File: config.mk
export PLATFORM = sky130hd
export DESIGN_NAME = pipeline_sequencer
export DESIGN_NICKNAME = d
export VERILOG_FILES = /design/src/rtl/pipeline_sequencer_pkg.sv /design/src/rtl/pipeline_sequencer_load_use_detect.sv /design/src/rtl/pipeline_sequencer.sv
export SDC_FILE = /design/constraint.sdc
export NUM_CORES = 1
export LEC_CHECK = 0
export BUFFER_PORTS_ARGS = -buffer_cell sky130_fd_sc_hd__clkbuf_2
export CORE_MARGIN = 10
export CORE_UTILIZATION = 45
export DETAILED_ROUTE_END_ITERATION = 16
export GPL_ROUTABILITY_DRIVEN = 0
export HOLD_SLACK_MARGIN = 0.02
export PLACE_DENSITY = 0.74
export SLEW_MARGIN = 10
export SYNTH_ARGS = -nofsm -noshare
export SYNTH_HDL_FRONTEND = slang
export SYNTH_SLANG_ARGS = --single-unit
File: constraint.sdc
create_clock -name clk -period 1.8 [get_ports clk]
set_input_delay 0.27 -clock clk [delete_from_list [all_inputs] [get_ports clk]]
set_output_delay 0.27 -clock clk [all_outputs]
set_load 0.01 [all_outputs]
File: src/rtl/pipeline_sequencer_pkg.sv
// Shared constants for the stage-2 control path: opcodes, R-type functs,
// sequencer state encoding and the sequencer control bundle.
package pipeline_sequencer_pkg;

  // Opcodes, instruction bits [15:12]
  localparam logic [3:0] OP_HALT  = 4'b0000;
  localparam logic [3:0] OP_JMP   = 4'b0001;
  localparam logic [3:0] OP_BGT   = 4'b0100;
  localparam logic [3:0] OP_BLT   = 4'b0101;
  localparam logic [3:0] OP_BEQ   = 4'b0110;
  localparam logic [3:0] OP_ANDI  = 4'b1000;
  localparam logic [3:0] OP_ORI   = 4'b1001;
  localparam logic [3:0] OP_LBU   = 4'b1010;
  localparam logic [3:0] OP_SB    = 4'b1011;
  localparam logic [3:0] OP_LW    = 4'b1100;
  localparam logic [3:0] OP_SW    = 4'b1101;
  localparam logic [3:0] OP_RTYPE = 4'b1111;

  // R-type funct, instruction bits [3:0]
  localparam logic [3:0] F_ADD  = 4'b0000;
  localparam logic [3:0] F_SUB  = 4'b0001;
  localparam logic [3:0] F_MOV  = 4'b0010;
  localparam logic [3:0] F_SWAP = 4'b0011;
  localparam logic [3:0] F_MUL  = 4'b0100;
  localparam logic [3:0] F_DIV  = 4'b0101;

  typedef enum logic [1:0] {
    RUN     = 2'd0,
    MD_WAIT = 2'd1,
    DRAIN   = 2'd2,
    HALT    = 2'd3
  } seq_state_e;

  typedef struct packed {
    logic pc_write;
    logic ifid_write;
    logic ifid_flush;
    logic idex_bubble;
    logic md_start;
    logic md_busy;
    logic halted;
  } seq_ctl_t;

  // Freeze PC and IF/ID, zero ID/EX control; also the reset-time output set.
  function automatic seq_ctl_t ctl_stall();
    seq_ctl_t c;
    c             = '0;
    c.idex_bubble = 1'b1;
    return c;
  endfunction

  // Normal advance: fetch continues and ID flows into EX.
  function automatic seq_ctl_t ctl_run();
    seq_ctl_t c;
    c            = '0;
    c.pc_write   = 1'b1;
    c.ifid_write = 1'b1;
    return c;
  endfunction

endpackage

File: src/rtl/pipeline_sequencer_load_use_detect.sv
// Load-use hazard: does the ID instruction read the register an EX load writes?
module load_use_detect
  import pipeline_sequencer_pkg::*;
(
  input  logic       id_valid,
  input  logic [3:0] id_opcode,
  input  logic [3:0] id_rs1,
  input  logic [3:0] id_rs2,
  input  logic       ex_memRead,
  input  logic [3:0] ex_rd,
  output logic       load_use
);

  logic use_rs1, use_rs2;

  // Source-field usage per opcode; register 0 gets no special treatment.
  always_comb begin
    use_rs1 = 1'b0;
    use_rs2 = 1'b0;
    case (id_opcode)
      OP_RTYPE, OP_SB, OP_SW, OP_BGT, OP_BLT, OP_BEQ: begin
        use_rs1 = 1'b1;
        use_rs2 = 1'b1;
      end
      OP_ANDI, OP_ORI, OP_LBU, OP_LW: use_rs1 = 1'b1;
      default: ;
    endcase
    load_use = id_valid & ex_memRead &
               ((use_rs1 & (id_rs1 == ex_rd)) | (use_rs2 & (id_rs2 == ex_rd)));
  end

endmodule

File: src/rtl/pipeline_sequencer.sv
// Stall/flush/halt sequencer beside the decode control unit. Outputs are
// combinational from state, cnt and the ID/EX inputs.
module pipeline_sequencer
  import pipeline_sequencer_pkg::*;
#(
  parameter int MUL_LAT   = 4,
  parameter int DIV_LAT   = 8,
  parameter int DRAIN_CYC = 3
) (
  input  logic        clk,
  input  logic        rst_n,
  input  logic        id_valid,
  input  logic [3:0]  id_opcode,
  input  logic [3:0]  id_funct,
  input  logic [3:0]  id_rs1,
  input  logic [3:0]  id_rs2,
  input  logic        ex_memRead,
  input  logic [3:0]  ex_rd,
  input  logic        br_taken,
  output logic        pc_write,
  output logic        ifid_write,
  output logic        ifid_flush,
  output logic        idex_bubble,
  output logic        md_start,
  output logic        md_busy,
  output logic        halted,
  output logic [15:0] stall_count
);

  seq_state_e  state_q, state_d;
  logic [3:0]  cnt_q, cnt_d;
  logic [15:0] stall_count_q, stall_count_d;
  seq_ctl_t    ctl, ctl_out;
  logic        load_use, is_mul, is_div;

  load_use_detect u_lud (
    .id_valid   (id_valid),
    .id_opcode  (id_opcode),
    .id_rs1     (id_rs1),
    .id_rs2     (id_rs2),
    .ex_memRead (ex_memRead),
    .ex_rd      (ex_rd),
    .load_use   (load_use)
  );

  assign is_mul = (id_opcode == OP_RTYPE) && (id_funct == F_MUL);
  assign is_div = (id_opcode == OP_RTYPE) && (id_funct == F_DIV);

  // Next-state and control decode.
  always_comb begin
    state_d = state_q;
    cnt_d   = cnt_q;
    ctl     = ctl_run();
    case (state_q)
      RUN: begin
        if (load_use) begin
          // Any taken branch waits one cycle and is re-evaluated.
          ctl = ctl_stall();
        end else if (id_valid && id_opcode == OP_HALT) begin
          ctl     = ctl_stall();
          cnt_d   = 4'(DRAIN_CYC - 1);
          state_d = DRAIN;
        end else if (id_valid && (is_mul || is_div)) begin
          ctl          = ctl_stall();
          ctl.md_start = 1'b1;
          cnt_d        = is_mul ? 4'(MUL_LAT - 1) : 4'(DIV_LAT - 1);
          state_d      = MD_WAIT;
        end else if (id_valid && br_taken) begin
          ctl.ifid_write = 1'b0;
          ctl.ifid_flush = 1'b1;
        end
      end
      MD_WAIT: begin
        // cnt==0 is the release cycle: the MUL/DIV leaves ID on this edge,
        // so returning to RUN cannot re-detect it.
        if (cnt_q != 4'd0) begin
          ctl   = ctl_stall();
          cnt_d = cnt_q - 4'd1;
        end else begin
          state_d = RUN;
        end
        ctl.md_busy = 1'b1;
      end
      DRAIN: begin
        // halted rises in the last drain cycle so it appears DRAIN_CYC
        // cycles after HALT was seen in ID.
        ctl = ctl_stall();
        if (cnt_q == 4'd0) begin
          ctl.halted = 1'b1;
          state_d    = HALT;
        end else begin
          cnt_d = cnt_q - 4'd1;
        end
      end
      default: begin
        ctl        = ctl_stall();
        ctl.halted = 1'b1;
      end
    endcase
  end

  // Reset overrides the decoded controls immediately.
  always_comb begin
    ctl_out = rst_n ? ctl : ctl_stall();
  end

  assign pc_write    = ctl_out.pc_write;
  assign ifid_write  = ctl_out.ifid_write;
  assign ifid_flush  = ctl_out.ifid_flush;
  assign idex_bubble = ctl_out.idex_bubble;
  assign md_start    = ctl_out.md_start;
  assign md_busy     = ctl_out.md_busy;
  assign halted      = ctl_out.halted;
  assign stall_count = stall_count_q;

  // Saturating stall counter; HALT cycles are not counted.
  always_comb begin
    stall_count_d = stall_count_q;
    if (!ctl.pc_write && state_q != HALT && stall_count_q != 16'hFFFF)
      stall_count_d = stall_count_q + 16'd1;
  end

  // State, shared down-counter and stall counter registers.
  always_ff @(posedge clk or negedge rst_n) begin
    if (!rst_n) begin
      state_q       <= RUN;
      cnt_q         <= 4'd0;
      stall_count_q <= 16'd0;
    end else begin
      state_q       <= state_d;
      cnt_q         <= cnt_d;
      stall_count_q <= stall_count_d;
    end
  end

endmodule

==> results.md <==
- Multi-input gate area: 1220 um2
- Setup repair after global routing missed its margin: yes
- CTS H-Tree Depth: 1
- Yosys reg bits: 22
- Crit-path cells: inv_2, ha_4, nor3b_4, buf_4, a21oi_1, nor2b_1, buf_2
- Delay of the slowest critical-path stage: 410 ps
- Synth Instances: 172
- Synthesized Nets: 204
- Placeable Area: 3340 um2
- Share of synthesized flip-flops with an asynchronous set or reset: 1.00
- Post-route clock period utilization: 1.13
- Critical path arrival: 1770 ps
- Area Growth Syn to Fin: 68.4%
- DR vias/cell: 5.60
- Post-layout min period: 2040 ps
- First-pass GRT wire length: 8140 um
- LEAKAGE: 0.00123 uW
- Hold Path Class: input pin to register
- Synth warn: 0
- Status: finished with violations
- Pre-Repair DR Iteration Count: 6
- Commonest non-fill, non-tap cell in the layout: buf_4
- Rows: 21
- Post-synth EDFFs: 0
- Count of final max-slew check failures: 0
- Overall power: 992 uW
- Critical path startpoint category: register
- P per Cell Area: 376 nW/um2
- Crit-path max FO: 2
- # fillers: 200
- Wire length per cell: 18.0 um
- Clock latency on the worst-skew pair: 320 ps
- R2r setup slk: -190 ps
- Crit-path leading delay family: buffers and inverters
- Clock Tree Buf Depth: 2
- Die area: 6240 um2
- Measured slew at the worst slew-check pin: 1060 ps
- Final Hold Viols: 0
- First DRT Iteration DRCs: 174
- Largest net degree at the start of global routing: 23
- Initial antenna violation count: 0
- Maxcap violations: 0
- Top Ports: 48
- DRT antenna net count: 0
- DRC: 0
- Diode count: 0
- Top_reg_cell synth: dfrtp_1
- Crit Path Class: register to output port
- Number of port buffers: 47
- DP Wirelength: 3420 um
- Endpoints failing setup: 22
- NumNets Final: 312
- CTS tree: built
- Starting density of the core: 0.469
- Worst Path Required: 1530 ps
- CTS clock-pin slew for the worst setup and hold paths: 130 ps
- Setup WS pre-CTS: -168 ps
- Root buf cell: clkbuf_4
- Share of cells above drive strength 1: 0.570
- Clk sinks: 22
- Commonest cells after routing, fill and taps aside: buf_4 (52), clkbuf_2 (41), dfrtp_1 (21), nand2_1 (15), xor2_1 (15)
- Sequential cell area fraction in the yosys report: 0.352
- Endpoint class of the critical path: output port
- Max Clock Freq: 490 MHz
- Post-Route Skew: 5.86 ps
- Post-synth design cell area: 1570 um2
- Failing checks: negative setup slack
- Storage element area: 552 um2
- Syn_area_per_cell: 9.10 um2
- WP buf/inv: 3
- Setup ws final: -240 ps
- Netlist cell types: 47
- DR vias: 1820
- Chip height: 79.0 um
- Die width: 79.0 um
- Post-Route WL: 5840 um
- VDD IR max: 0.249 mV
- Vias in the first global route: 1849
- Gr ovfl total: 0
- Worst rel slew slack: 0.290
- Num CTS Buffers: 3
- Total global-route track usage: 0.156
- Slowest cell on crit path: dfrtp_1
-- registers in the layout, summed over array words and instances (netlist names) --
signal       cells
stall_count     16
cnt_q            4
state_q          2
-- per-stage QoR --
step | hold WS [ps] | instance area (um2) | instances | setup TNS, ps | util
after floorplan | -25.6 | 1600 | 172 | -96.7 | -
after global placement | 292 | 2180 | 305 | -2030 | 0.654
after detailed placement | 300 | 2180 | 305 | -2130 | 0.654
after CTS | 406 | 2440 | 318 | -1320 | 0.731
after global routing | 416 | 2640 | 325 | -4130 | 0.790
final | 419 | 2640 | 325 | -2210 | 0.790
-- repair_timing --
action / CTS / global route
gates resized for setup: 27 / 33
buffers inserted: 8 / 8
endpoints found under the hold margin: 22 / 0
setup endpoints to repair: 17 / 26
hold buffers: 1 / 0
pin swaps: 11 / 17
-- logic make-up (layout without fill, tap and decap cells) --
logic type	count (synthesis)	in the layout	share of synthesized area
flops	22	22	0.352
fa+ha+maj	7	7	0.0560
compound gates	22	22	0.0959
xor+xnor	22	22	0.123
buf+inv	12	119	0.0392
mux	5	5	0.0344
simple gates	82	82	0.300
-- Yosys cell counts (2+ instances only) --
cell type / instances / area [um2]
a211o_1: 2 / 17.5
xor2_1: 15 / 131
nor3_1: 9 / 45.0
o21ai_0: 3 / 15.0
nand2_1: 18 / 67.6
xnor2_1: 7 / 61.3
or3_1: 2 / 12.5
ha_1: 7 / 87.6
nand2b_1: 2 / 12.5
nor2_1: 16 / 60.1
nand3_1: 10 / 50.1
nand3_2: 3 / 30.0
buf_6: 2 / 22.5
mux2_2: 2 / 22.5
a21oi_1: 6 / 30.0
nand4_1: 4 / 25.0
nor4_1: 2 / 12.5
mux2i_1: 2 / 20.0
nor3b_1: 3 / 22.5
inv_1: 8 / 30.0
a31oi_1: 2 / 12.5
dfrtp_1: 22 / 551
-- power by group --
group	internal (uW)	total, uW	switching, uW
registers	494	494	0
logic	47.4	102	55.1
clock network	225	395	170
-- final cells by class --
class	instances	area share
clock inverters	1	0.0114
multi-input cells	138	0.463
repair buffers	107	0.274
well taps	46	0.0218
flip-flops and latches	22	0.209
inverters	8	0.0114
clock buffers	3	0.00854
-- worst paths after layout --
check,startpoint,endpoint,cells after the start
max,cnt_q[0],halted,7
min,id_funct[0],cnt_q[2],4
max reg2reg,state_q[0],cnt_q[3],8
min reg2reg,stall_count[10],stall_count[10],1
max in group asynchronous,rst_n,stall_count[6],3
min in group asynchronous,rst_n,stall_count[2],3
-- worst min-delay path: cells and delay by family --
family                 cells  cell delay, ps
and+or+nand+nor            2             230
AOI/OAI and AO/OA          1             140
buffers and inverters      1              80
-- routing by layer --
layer  GRT usage  vias up  wire [um]
met5           0        -          0
met4      0.0520        0        115
met3      0.0507       14        506
met2       0.268      106       2790
met1       0.177      873       2430
li1            -      827          -
No activity file was read; power rests on OpenSTA's default activity.
